===== src/rtl/seq_mul_add.sv =====
// Operand-pair arithmetic leaf: registered a+b at accept, a*b via iterative shift-add
// (one multiplier bit per cycle), optional per-transaction two's-complement mode.
module seq_mul_add #(
  parameter  int WIDTH     = 8,
  parameter  int SIGNED_EN = 0,
  localparam int CNT_W     = $clog2(WIDTH) + 1
) (
  input  logic                 clk,
  input  logic                 rst,
  input  logic                 in_valid,
  output logic                 in_ready,
  input  logic [WIDTH-1:0]     in_a,
  input  logic [WIDTH-1:0]     in_b,
  input  logic                 signed_mode,
  output logic                 out_valid,
  input  logic                 out_ready,
  output logic [WIDTH:0]       out_sum,
  output logic [2*WIDTH-1:0]   out_product,
  output logic                 busy
);

  typedef enum logic [1:0] {IDLE, MUL, DONE} state_t;

  state_t               state;
  logic [WIDTH-1:0]     mcand, mplier;
  logic [2*WIDTH-1:0]   acc;
  logic [CNT_W-1:0]     cnt;
  logic                 neg;

  logic                 eff_mode;
  logic [WIDTH-1:0]     a_mag, b_mag, mpl_sh;
  logic [WIDTH:0]       sum_next;
  logic [2*WIDTH-1:0]   acc_next;
  logic                 last;

  assign eff_mode = (SIGNED_EN != 0) && signed_mode;

  // Magnitudes stay WIDTH-bit unsigned so -2^(W-1) maps to 2^(W-1) without overflow.
  assign a_mag = (eff_mode && in_a[WIDTH-1]) ? (~in_a + WIDTH'(1)) : in_a;
  assign b_mag = (eff_mode && in_b[WIDTH-1]) ? (~in_b + WIDTH'(1)) : in_b;

  assign sum_next = eff_mode ? ({in_a[WIDTH-1], in_a} + {in_b[WIDTH-1], in_b})
                             : ({1'b0, in_a} + {1'b0, in_b});

  assign mpl_sh   = mplier >> cnt;
  assign acc_next = acc + (mpl_sh[0] ? ({{WIDTH{1'b0}}, mcand} << cnt) : '0);
  assign last     = (cnt == CNT_W'(WIDTH - 1));

  always_ff @(posedge clk) begin
    if (rst) begin
      state       <= IDLE;
      in_ready    <= 1'b1;
      out_valid   <= 1'b0;
      busy        <= 1'b0;
      out_sum     <= '0;
      out_product <= '0;
      cnt         <= '0;
      acc         <= '0;
      mcand       <= '0;
      mplier      <= '0;
      neg         <= 1'b0;
    end else begin
      case (state)
        IDLE: if (in_valid) begin
          mcand    <= a_mag;
          mplier   <= b_mag;
          neg      <= eff_mode & (in_a[WIDTH-1] ^ in_b[WIDTH-1]);
          out_sum  <= sum_next;
          acc      <= '0;
          cnt      <= '0;
          in_ready <= 1'b0;
          busy     <= 1'b1;
          state    <= MUL;
        end
        MUL: begin
          acc <= acc_next;
          cnt <= cnt + CNT_W'(1);
          if (last) begin
            out_product <= neg ? (~acc_next + (2*WIDTH)'(1)) : acc_next;
            busy        <= 1'b0;
            out_valid   <= 1'b1;
            state       <= DONE;
          end
        end
        DONE: if (out_ready) begin
          out_valid <= 1'b0;
          in_ready  <= 1'b1;
          state     <= IDLE;
        end
        default: state <= IDLE;
      endcase
    end
  end

endmodule


===== config.mk =====
export PLATFORM = sky130hd
export DESIGN_NAME = seq_mul_add
export DESIGN_NICKNAME = d
export VERILOG_FILES = /design/src/rtl/seq_mul_add.sv
export SDC_FILE = /design/constraint.sdc
export NUM_CORES = 1
export LEC_CHECK = 0
export BUFFER_PORTS_ARGS = -buffer_cell sky130_fd_sc_hd__buf_2
export CORE_ASPECT_RATIO = 1.2
export CORE_UTILIZATION = 55
export CTS_BUF_LIST = sky130_fd_sc_hd__clkbuf_4 sky130_fd_sc_hd__clkbuf_8
export DETAILED_ROUTE_END_ITERATION = 12
export PLACE_DENSITY = 0.76
export SYNTH_ARGS = -nofsm -noshare
export SYNTH_HDL_FRONTEND = slang
export SYNTH_SLANG_ARGS = --single-unit

===== constraint.sdc =====
create_clock -name clk -period 3.9 [get_ports clk]
set_input_delay 0.195 -clock clk [delete_from_list [all_inputs] [get_ports clk]]
set_output_delay 0.195 -clock clk [all_outputs]
set_load 0.02 [all_outputs]

### Yosys cells after proc, flatten, opt, wreduce, memory -nomap -nowiden

Index checks and enable logic that the tools add are counted.

| storage, ports and cells | value |
|---|---|
| logic and storage cells | 50 |
| bits of input ports | 21 |
| flip-flop bits (word level) | 66 |
| output and inout port bits | 28 |

| operators by class | value |
|---|---|
| add/subtract/negate cells | 3 |
| equal/unequal tests | 6 |
| reduce and logical (&&, ||, !) cells | 11 |
| mux-type cells | 18 |
| shift operators | 2 |

Operators by type and width:

| operator | count |
|---|---|
| 16-bit 2-to-1 mux | 2 |
| 16-bit case mux with 2 select lines | 1 |
| 16-bit adder | 1 |
| 8-bit by 4-bit << shifter with 16-bit output | 1 |
| 3-bit AND reduction | 4 |
| 8-bit by 8-bit adder with 9-bit output | 1 |
| 4-bit case mux with 2 select lines | 1 |
| 8-bit by 4-bit right shift with 1-bit output | 1 |
| 1-bit 2-to-1 mux | 6 |
| 2-bit 2-to-1 mux | 3 |
| 2-bit != test (second input constant) | 3 |
| 1-bit case mux with 2 select lines | 3 |
| 2-bit case mux with 3 select lines | 1 |
| 2-bit AND reduction | 3 |
| 2-bit nonzero test | 3 |
| 4-bit by 1-bit adder with 4-bit output (second input constant) | 1 |
| 4-bit by 3-bit equality test with 1-bit output (second input constant) | 1 |
| 4-bit 2-to-1 mux | 1 |
| 2-bit by 1-bit equality test with 1-bit output (second input constant) | 1 |
| 2-bit equality test (second input constant) | 1 |
| 2-bit logical NOT | 1 |

### Longest topological paths before layout

Gate-level depths: netlist of the first run.

| logic depth | value |
|---|---|
| depth after elaboration | 4 |
| gate-level depth with buffers | 14 |
| depth with buffers taken out | 13 |

### Worst setup path after synthesis of the first run

OpenSTA, ideal clock, no wires.

| timing | value |
|---|---|
| path kind | register -> register |
| start point | register cnt[0] |
| end point | register out_product[15] |
| setup time | 0.122 ns |
| buffers on the path | 3 |
| arrival time | 3.213 ns |
| slack | 0.565 ns |
| data required time | 3.778 ns |
| period minus slack after synthesis | 3.335 ns |
| stages on the path, launching flop included | 15 |
| cells stage by stage | dfxtp_1 > buf_2 > mux4_2 > mux2i_1 > or2_2 > clkbuf_1 > nor2_1 > ha_1 > buf_4 > and3_1 > o211a_1 > a211oi_1 > or3_4 > and4_1 > a311o_1 |

| between the ends | value |
|---|---|
| longest elaborated chain between the ends | 3 |
| elaborated cells on any way between the ends | 6 |
| those cells by class | add/sub: 1; eq/ne: 1; shift: 2; mux: 1; reduce/logical: 1 |

RTL lines:

| element | RTL line | source |
|---|---|---|
| start, declared | 27 | `logic [CNT_W-1:0] cnt;` |
| start signal, assigned | 77 | `cnt <= cnt + CNT_W'(1);` |
| 8-bit by 4-bit << shifter with 16-bit output or 8-bit by 4-bit right shift with 1-bit output (tied branches) | 46, 45 |  |
| 16-bit 2-to-1 mux | 46 | `assign acc_next = acc + (mpl_sh[0] ? ({{WIDTH{1'b0}}, mcand} << cnt) : '0);` |
| 16-bit adder | 46 |  |
| end signal, assigned | 79 | `out_product <= neg ? (~acc_next + (2*WIDTH)'(1)) : acc_next;` |
| end, declared | 18 | `output logic [2*WIDTH-1:0] out_product,` |

Parallel ways exist; a longest one is shown, timed or not.
A chain may end at the register's enable or synchronous reset.

### Final worst setup path of the first run

Same ends and word-level chain as after synthesis.

==> results of run 1 <==
## through the flow
stage          cell area, µm²  utilization  hold slack, ps  instances
4_1_cts                  4228       0.6478           79.23        604
3_3_place_gp             4053       0.6210           438.9        588
5_1_grt                  4228       0.6478           90.35        604
6_report                 4228       0.6478           85.88        604
3_5_place_dp             4053       0.6210           443.2        588
2_1_floorplan            3772            -           331.0        476
## cells in the mapped netlist (2+ instances only)
master and number:
nand2_1 81, dfxtp_1 66, a21oi_1 61, nor2_1 52, ha_1 24, clkbuf_1 14, o21ai_0 13, inv_1 12
xnor2_1 11, mux2i_1 10, nand3_1 10, a211oi_1 9, a22o_1 7, a22oi_1 7, buf_1 7, nor3_1 6
o21a_1 6, a31oi_1 5, a21o_1 4, and3_1 4, buf_2 4, mux2_2 4, nand2b_1 4, nand4_1 4
nor2b_1 4, or4_1 4, xor2_1 4, and2_1 3, or3_1 3, a311oi_1 2, fa_1 2, mux4_2 2
nor4_1 2, nor4b_1 2, o21bai_1 2, o31ai_1 2, or2_2 2
## per-layer routing
metal | track usage | wire length, µm
met5 | 0 | 0
met1 | 0.3156 | 3859
met3 | 0.04138 | 303
met2 | 0.4543 | 4336
met4 | 0.1572 | 148
## final cells by class
class	instances	area share
Clock buffer	11	0.03433
Sequential cell	66	0.3125
Timing Repair Buffer	53	0.06629
Tap cell	85	0.02516
Clock inverter	5	0.007103
Multi-Input combinational cell	372	0.5439
Inverter	12	0.01065
## sequential cells by signal (all words and copies together), names as in the netlist
register     count
acc             16
out_product     16
out_sum          9
mcand            8
mplier           8
cnt              4
state            2
busy             1
in_ready         1
out_valid        1
## power breakdown
group | switching (mW) | internal [mW] | leakage (nW)
combinational | 0.112 | 0.0684 | 1.14
clock | 0.271 | 0.251 | 0.0885
sequential | 0.0156 | 0.696 | 0.537
## worst min-delay path, delay by kind of cell
family          cells  cell delay [ps]
buf+inv             1              110
simple gates        1               50
compound gates      1               50
## final timing paths
check / from / endpoint / cells past startpoint
setup / recovery: cnt[0]$_SDFFE_PP0P_ / out_product[15]$_SDFFE_PP0P_ / 11
hold / removal: in_b[2] / mplier[2]$_SDFFE_PP0P_ / 3
setup reg to reg: cnt[0]$_SDFFE_PP0P_ / out_product[15]$_SDFFE_PP0P_ / 11
hold reg to reg: out_product[3]$_SDFFE_PP0P_ / out_product[3]$_SDFFE_PP0P_ / 2
## cells by family after synthesis
logic type / count (synthesis)
DFF: 66
and+or+nand+nor: 185
AOI/OAI and AO/OA: 130
muxes: 16
buffers and inverters: 38
adders and majority gates: 26
xor gates and xnor gates: 15
==> metrics, run 1 <==
CTS HTree Levels 3; worst path cell trace mux4_2 > mux2i_1 > or2_2 > nor2_1 > ha_1 > and3_1 > o211a_1 > a211oi_1 > or3_4 > and4_1 > a311o_1; register area 1321 µm²; post-place setup slack 557.9 ps; Post-CTS Setup Inserts 0; nets 561; Synth Area in Adders 0.09022; Row Count 32; Post-Syn Area 3772 µm²; Bufs on Longest Clock Path 2; status completed; total CTS buffers 9; reg2reg setup slack 530 ps; slowest cell delay on critical path 570 ps; die span in y 92.72 µm; leading cell types in the layout, fill and taps excluded 81 x nand2_1, 66 x dfxtp_1, 61 x a21oi_1; number of fill cells 585; Peak Freq 296.6 MHz; worst slew pin tran 1084 ps; Final ANT Viol Nets 0; P&R area growth vs syn 12.07%; count of final hold-check violations 0; Rel. slew slack 0.2756; vias in the first global route 3239; DR DRC count 0; post-synthesis compound-gate area fraction 0.2159; CP Max Fanout 10; IO Port Bufs 47; GRT overflow 0; Yosys top cell area share 0.3502; leading area contributor after synthesis dfxtp_1; hold-fix buffers at CTS 0; share of layout cells above drive strength 1 0.1561; Hold WC Path Type in2reg; Routed WL per cell 14.32 µm; aggregate global-route resource usage 0.2670; die span in x 77.60 µm; count of cell types in the netlist 54; CTS tree yes; minimum clock period 3372 ps; Worst EP arrival 3620 ps; detailed placer's ending HPWL 6.261 mm; Worst setup SP type flip-flop; I/O Pins 49; clock sinks 66; final WL 8.649 mm; Simple-Gate Fraction of Synth Area 0.2182; Diodes inserted 0; Worst-path clk slew 70 ps; number of flops mapped to enable cells by yosys 0; DR iter-0 viols 169; commonest non-fill, non-tap cell in the layout nand2_1; post-synthesis mux area share 0.05041; Vias 3405; Pwr Total 1.414 mW; footprint of the multi-input gates 2300 µm²; die area 7195 µm²; synth warn 0; Buf/Inv on CP 0; RSZ-0062 raised after global routing false; kind of critical path reg2reg; ys flop type dfxtp_1; WP data required 4140 ps; CP top delay family simple AND/OR/NAND/NOR gates; cells after synthesis 476; sequential-to-total area share from yosys stat 0.3502; core area 6526 µm²; Pleak 1.761 nW; PostCTS Resize Cnt 0; initial antenna violation count 0; Max IR drop VDD 0.0001953 V; Via-to-Cell Ratio 5.637; setup TNS 0 ps; GPL Wtd Cong 0.9399; fraction of registers with async set/reset 0; Layout Skew 11.15 ps; Net Count, Synth 523; Max-Cap Viols 0; worst setup margin 528.1 ps; critical path endpoint category flip-flop; Max Slew Vio Count 0; period utilization 0.8646; top cells by area, synth dfxtp_1 35%, a21oi_1 8.1%, nand2_1 8.1%; post-synthesis xor/xnor area fraction 0.03483; Initial Util 0.5780; post-synthesis register bit count 66; Setup-failing EPs final 0; Mean Syn Cell Area 7.925 µm²; clk_lat worst skew 360 ps; first-pass GRT wire length 15.08 mm; main combinational cell family by area after synthesis simple AND/OR/NAND/NOR gates; power density over the cells 334.4 nW/µm²; largest net degree at the start of global routing 61; Root Buffer Master clkbuf_8; Crit-path slowest cell mux4_2; TritonRoute pass-1 iters 4
Power figures use the tool's default switching activity.
==> run 2: changes to the inputs <==
Settings changed: RECOVER_POWER from default to 25.
==> metrics, run 2 (synthesis results as in run 1) <==
Hold WC Path Type in2reg; Worst-path clk slew 70 ps; initial antenna violation count 0; vias in the first global route 3239; largest net degree at the start of global routing 61; reg2reg setup slack 530 ps; power density over the cells 336.5 nW/µm²; worst path cell trace mux4_2 > mux2i_1 > or2_2 > nor2_1 > ha_1 > and3_1 > o211a_1 > a211oi_1 > or3_4 > and4_1 > a311o_1; Post-CTS Setup Inserts 0; clock sinks 66; met2 GRT Util 0.4543; CP top delay family simple AND/OR/NAND/NOR gates; Max Slew Vio Count 0; Setup-failing EPs final 0; Bufs on Longest Clock Path 2; Final ANT Viol Nets 0; die area 7195 µm²; Layout Skew 11.67 ps; RSZ-0062 raised after global routing false; Cell Area, Placed 4053 µm²; count of final hold-check violations 0; kind of critical path reg2reg; Design Area, Final 4200 µm²; Diodes inserted 0; P&R area growth vs syn 11.34%; Vias 3408; Peak Freq 297.0 MHz; I/O Pins 49; GRT overflow 0; slowest cell delay on critical path 570 ps; period utilization 0.8635; met1 global-route usage 0.3156; CTS tree yes; status completed; WP data required 4150 ps; GPL Wtd Cong 0.9399; Worst EP arrival 3620 ps; DR iter-0 viols 174; GR peak layer met2; final WL 8.672 mm; Rel. slew slack 0.2761; Buf/Inv on CP 0; Max IR drop VDD 0.0001951 V; critical path endpoint category flip-flop; hold-fix buffers at CTS 0; PostCTS Resize Cnt 0; Worst setup SP type flip-flop; CP Max Fanout 10; detailed placer's ending HPWL 6.261 mm; CTS HTree Levels 3; clk_lat worst skew 360 ps; aggregate global-route resource usage 0.2670; Pleak 1.667 nW; Via-to-Cell Ratio 5.642; Initial Util 0.5780; Root Buffer Master clkbuf_8; TritonRoute pass-1 iters 4; DR DRC count 0; Routed WL per cell 14.36 µm; share of layout cells above drive strength 1 0.1137; IO Port Bufs 47; first-pass GRT wire length 15.08 mm; Max-Cap Viols 0; met3 usage 0.04138; leading cell types in the layout, fill and taps excluded 81 x nand2_1, 66 x dfxtp_1, 61 x a21oi_1; die span in y 92.72 µm; minimum clock period 3368 ps; core area 6526 µm²; total CTS buffers 9; setup TNS 0 ps; worst slew pin tran 1084 ps; Crit-path slowest cell mux4_2; Largest regs acc: 16 flops, out_product: 16 flops, out_sum: 9 flops; die span in x 77.60 µm; commonest non-fill, non-tap cell in the layout nand2_1; Row Count 32; nets 561
-- run 2: changes by cell type in the layout (fill, tap and decap cells not counted), sizes merged --
| cell | before | now |
|---|---|---|
| buf | 53 | 31 |
| clkbuf | 11 | 33 |
-- run 2: final timing paths --
path / from / end / cells after the start
setup reg to reg: cnt[0]$_SDFFE_PP0P_ / out_product[15]$_SDFFE_PP0P_ / 11
hold reg to reg: out_product[2]$_SDFFE_PP0P_ / out_product[2]$_SDFFE_PP0P_ / 2
hold / removal: in_b[2] / mplier[2]$_SDFFE_PP0P_ / 3
setup / recovery: cnt[0]$_SDFFE_PP0P_ / out_product[15]$_SDFFE_PP0P_ / 11
-- run 2: worst reg2reg max path, stage by stage, from the launching register on --
cell and delay, ps:
dfxtp_1 430, mux4_2 570, mux2i_1 180, or2_2 210, nor2_1 70, ha_1 450, and3_1 230, o211a_1 170
a211oi_1 90, or3_4 410, and4_1 200, a311o_1 260
-- run 2: final cells by class --
class / count / area (µm²)
clock buffers: 11 / 145.1
clock inverters: 5 / 30.03
fillers: 595 / 2326
inverters: 12 / 45.04
multi-input cells: 372 / 2300
flip-flops and latches: 66 / 1321
well taps: 85 / 106.4
repair buffers: 53 / 252.7
-- run 2: power breakdown --
group          switching [mW]  total (mW)  leakage, nW  internal (mW)
Combinational           0.112       0.178         1.04         0.0667
Sequential             0.0157       0.712        0.537          0.696
Clock                   0.272       0.523       0.0885          0.251
Total                   0.399        1.41         1.67           1.01
-- run 2: through the flow --
step | instances | util | setup WS, ps | total power, mW | hold WS [ps]
global placement | 588 | 0.6210 | 586.6 | 0.9014 | 438.9
CTS | 604 | 0.6478 | 540.9 | 1.423 | 79.23
detailed placement | 588 | 0.6210 | 557.9 | 0.9061 | 443.2
floorplan | 476 | - | 565.4 | 0.8518 | 331.0
finish | 604 | 0.6436 | 532.4 | 1.413 | 83.99
global route | 604 | 0.6436 | 273.8 | 1.480 | 90.35
-- run 2: metal layers --
layer,wire length (µm),part of all wire
met2,4315,0.50
met3,316,0.036
met4,191,0.022
met1,3848,0.44
met5,0,0
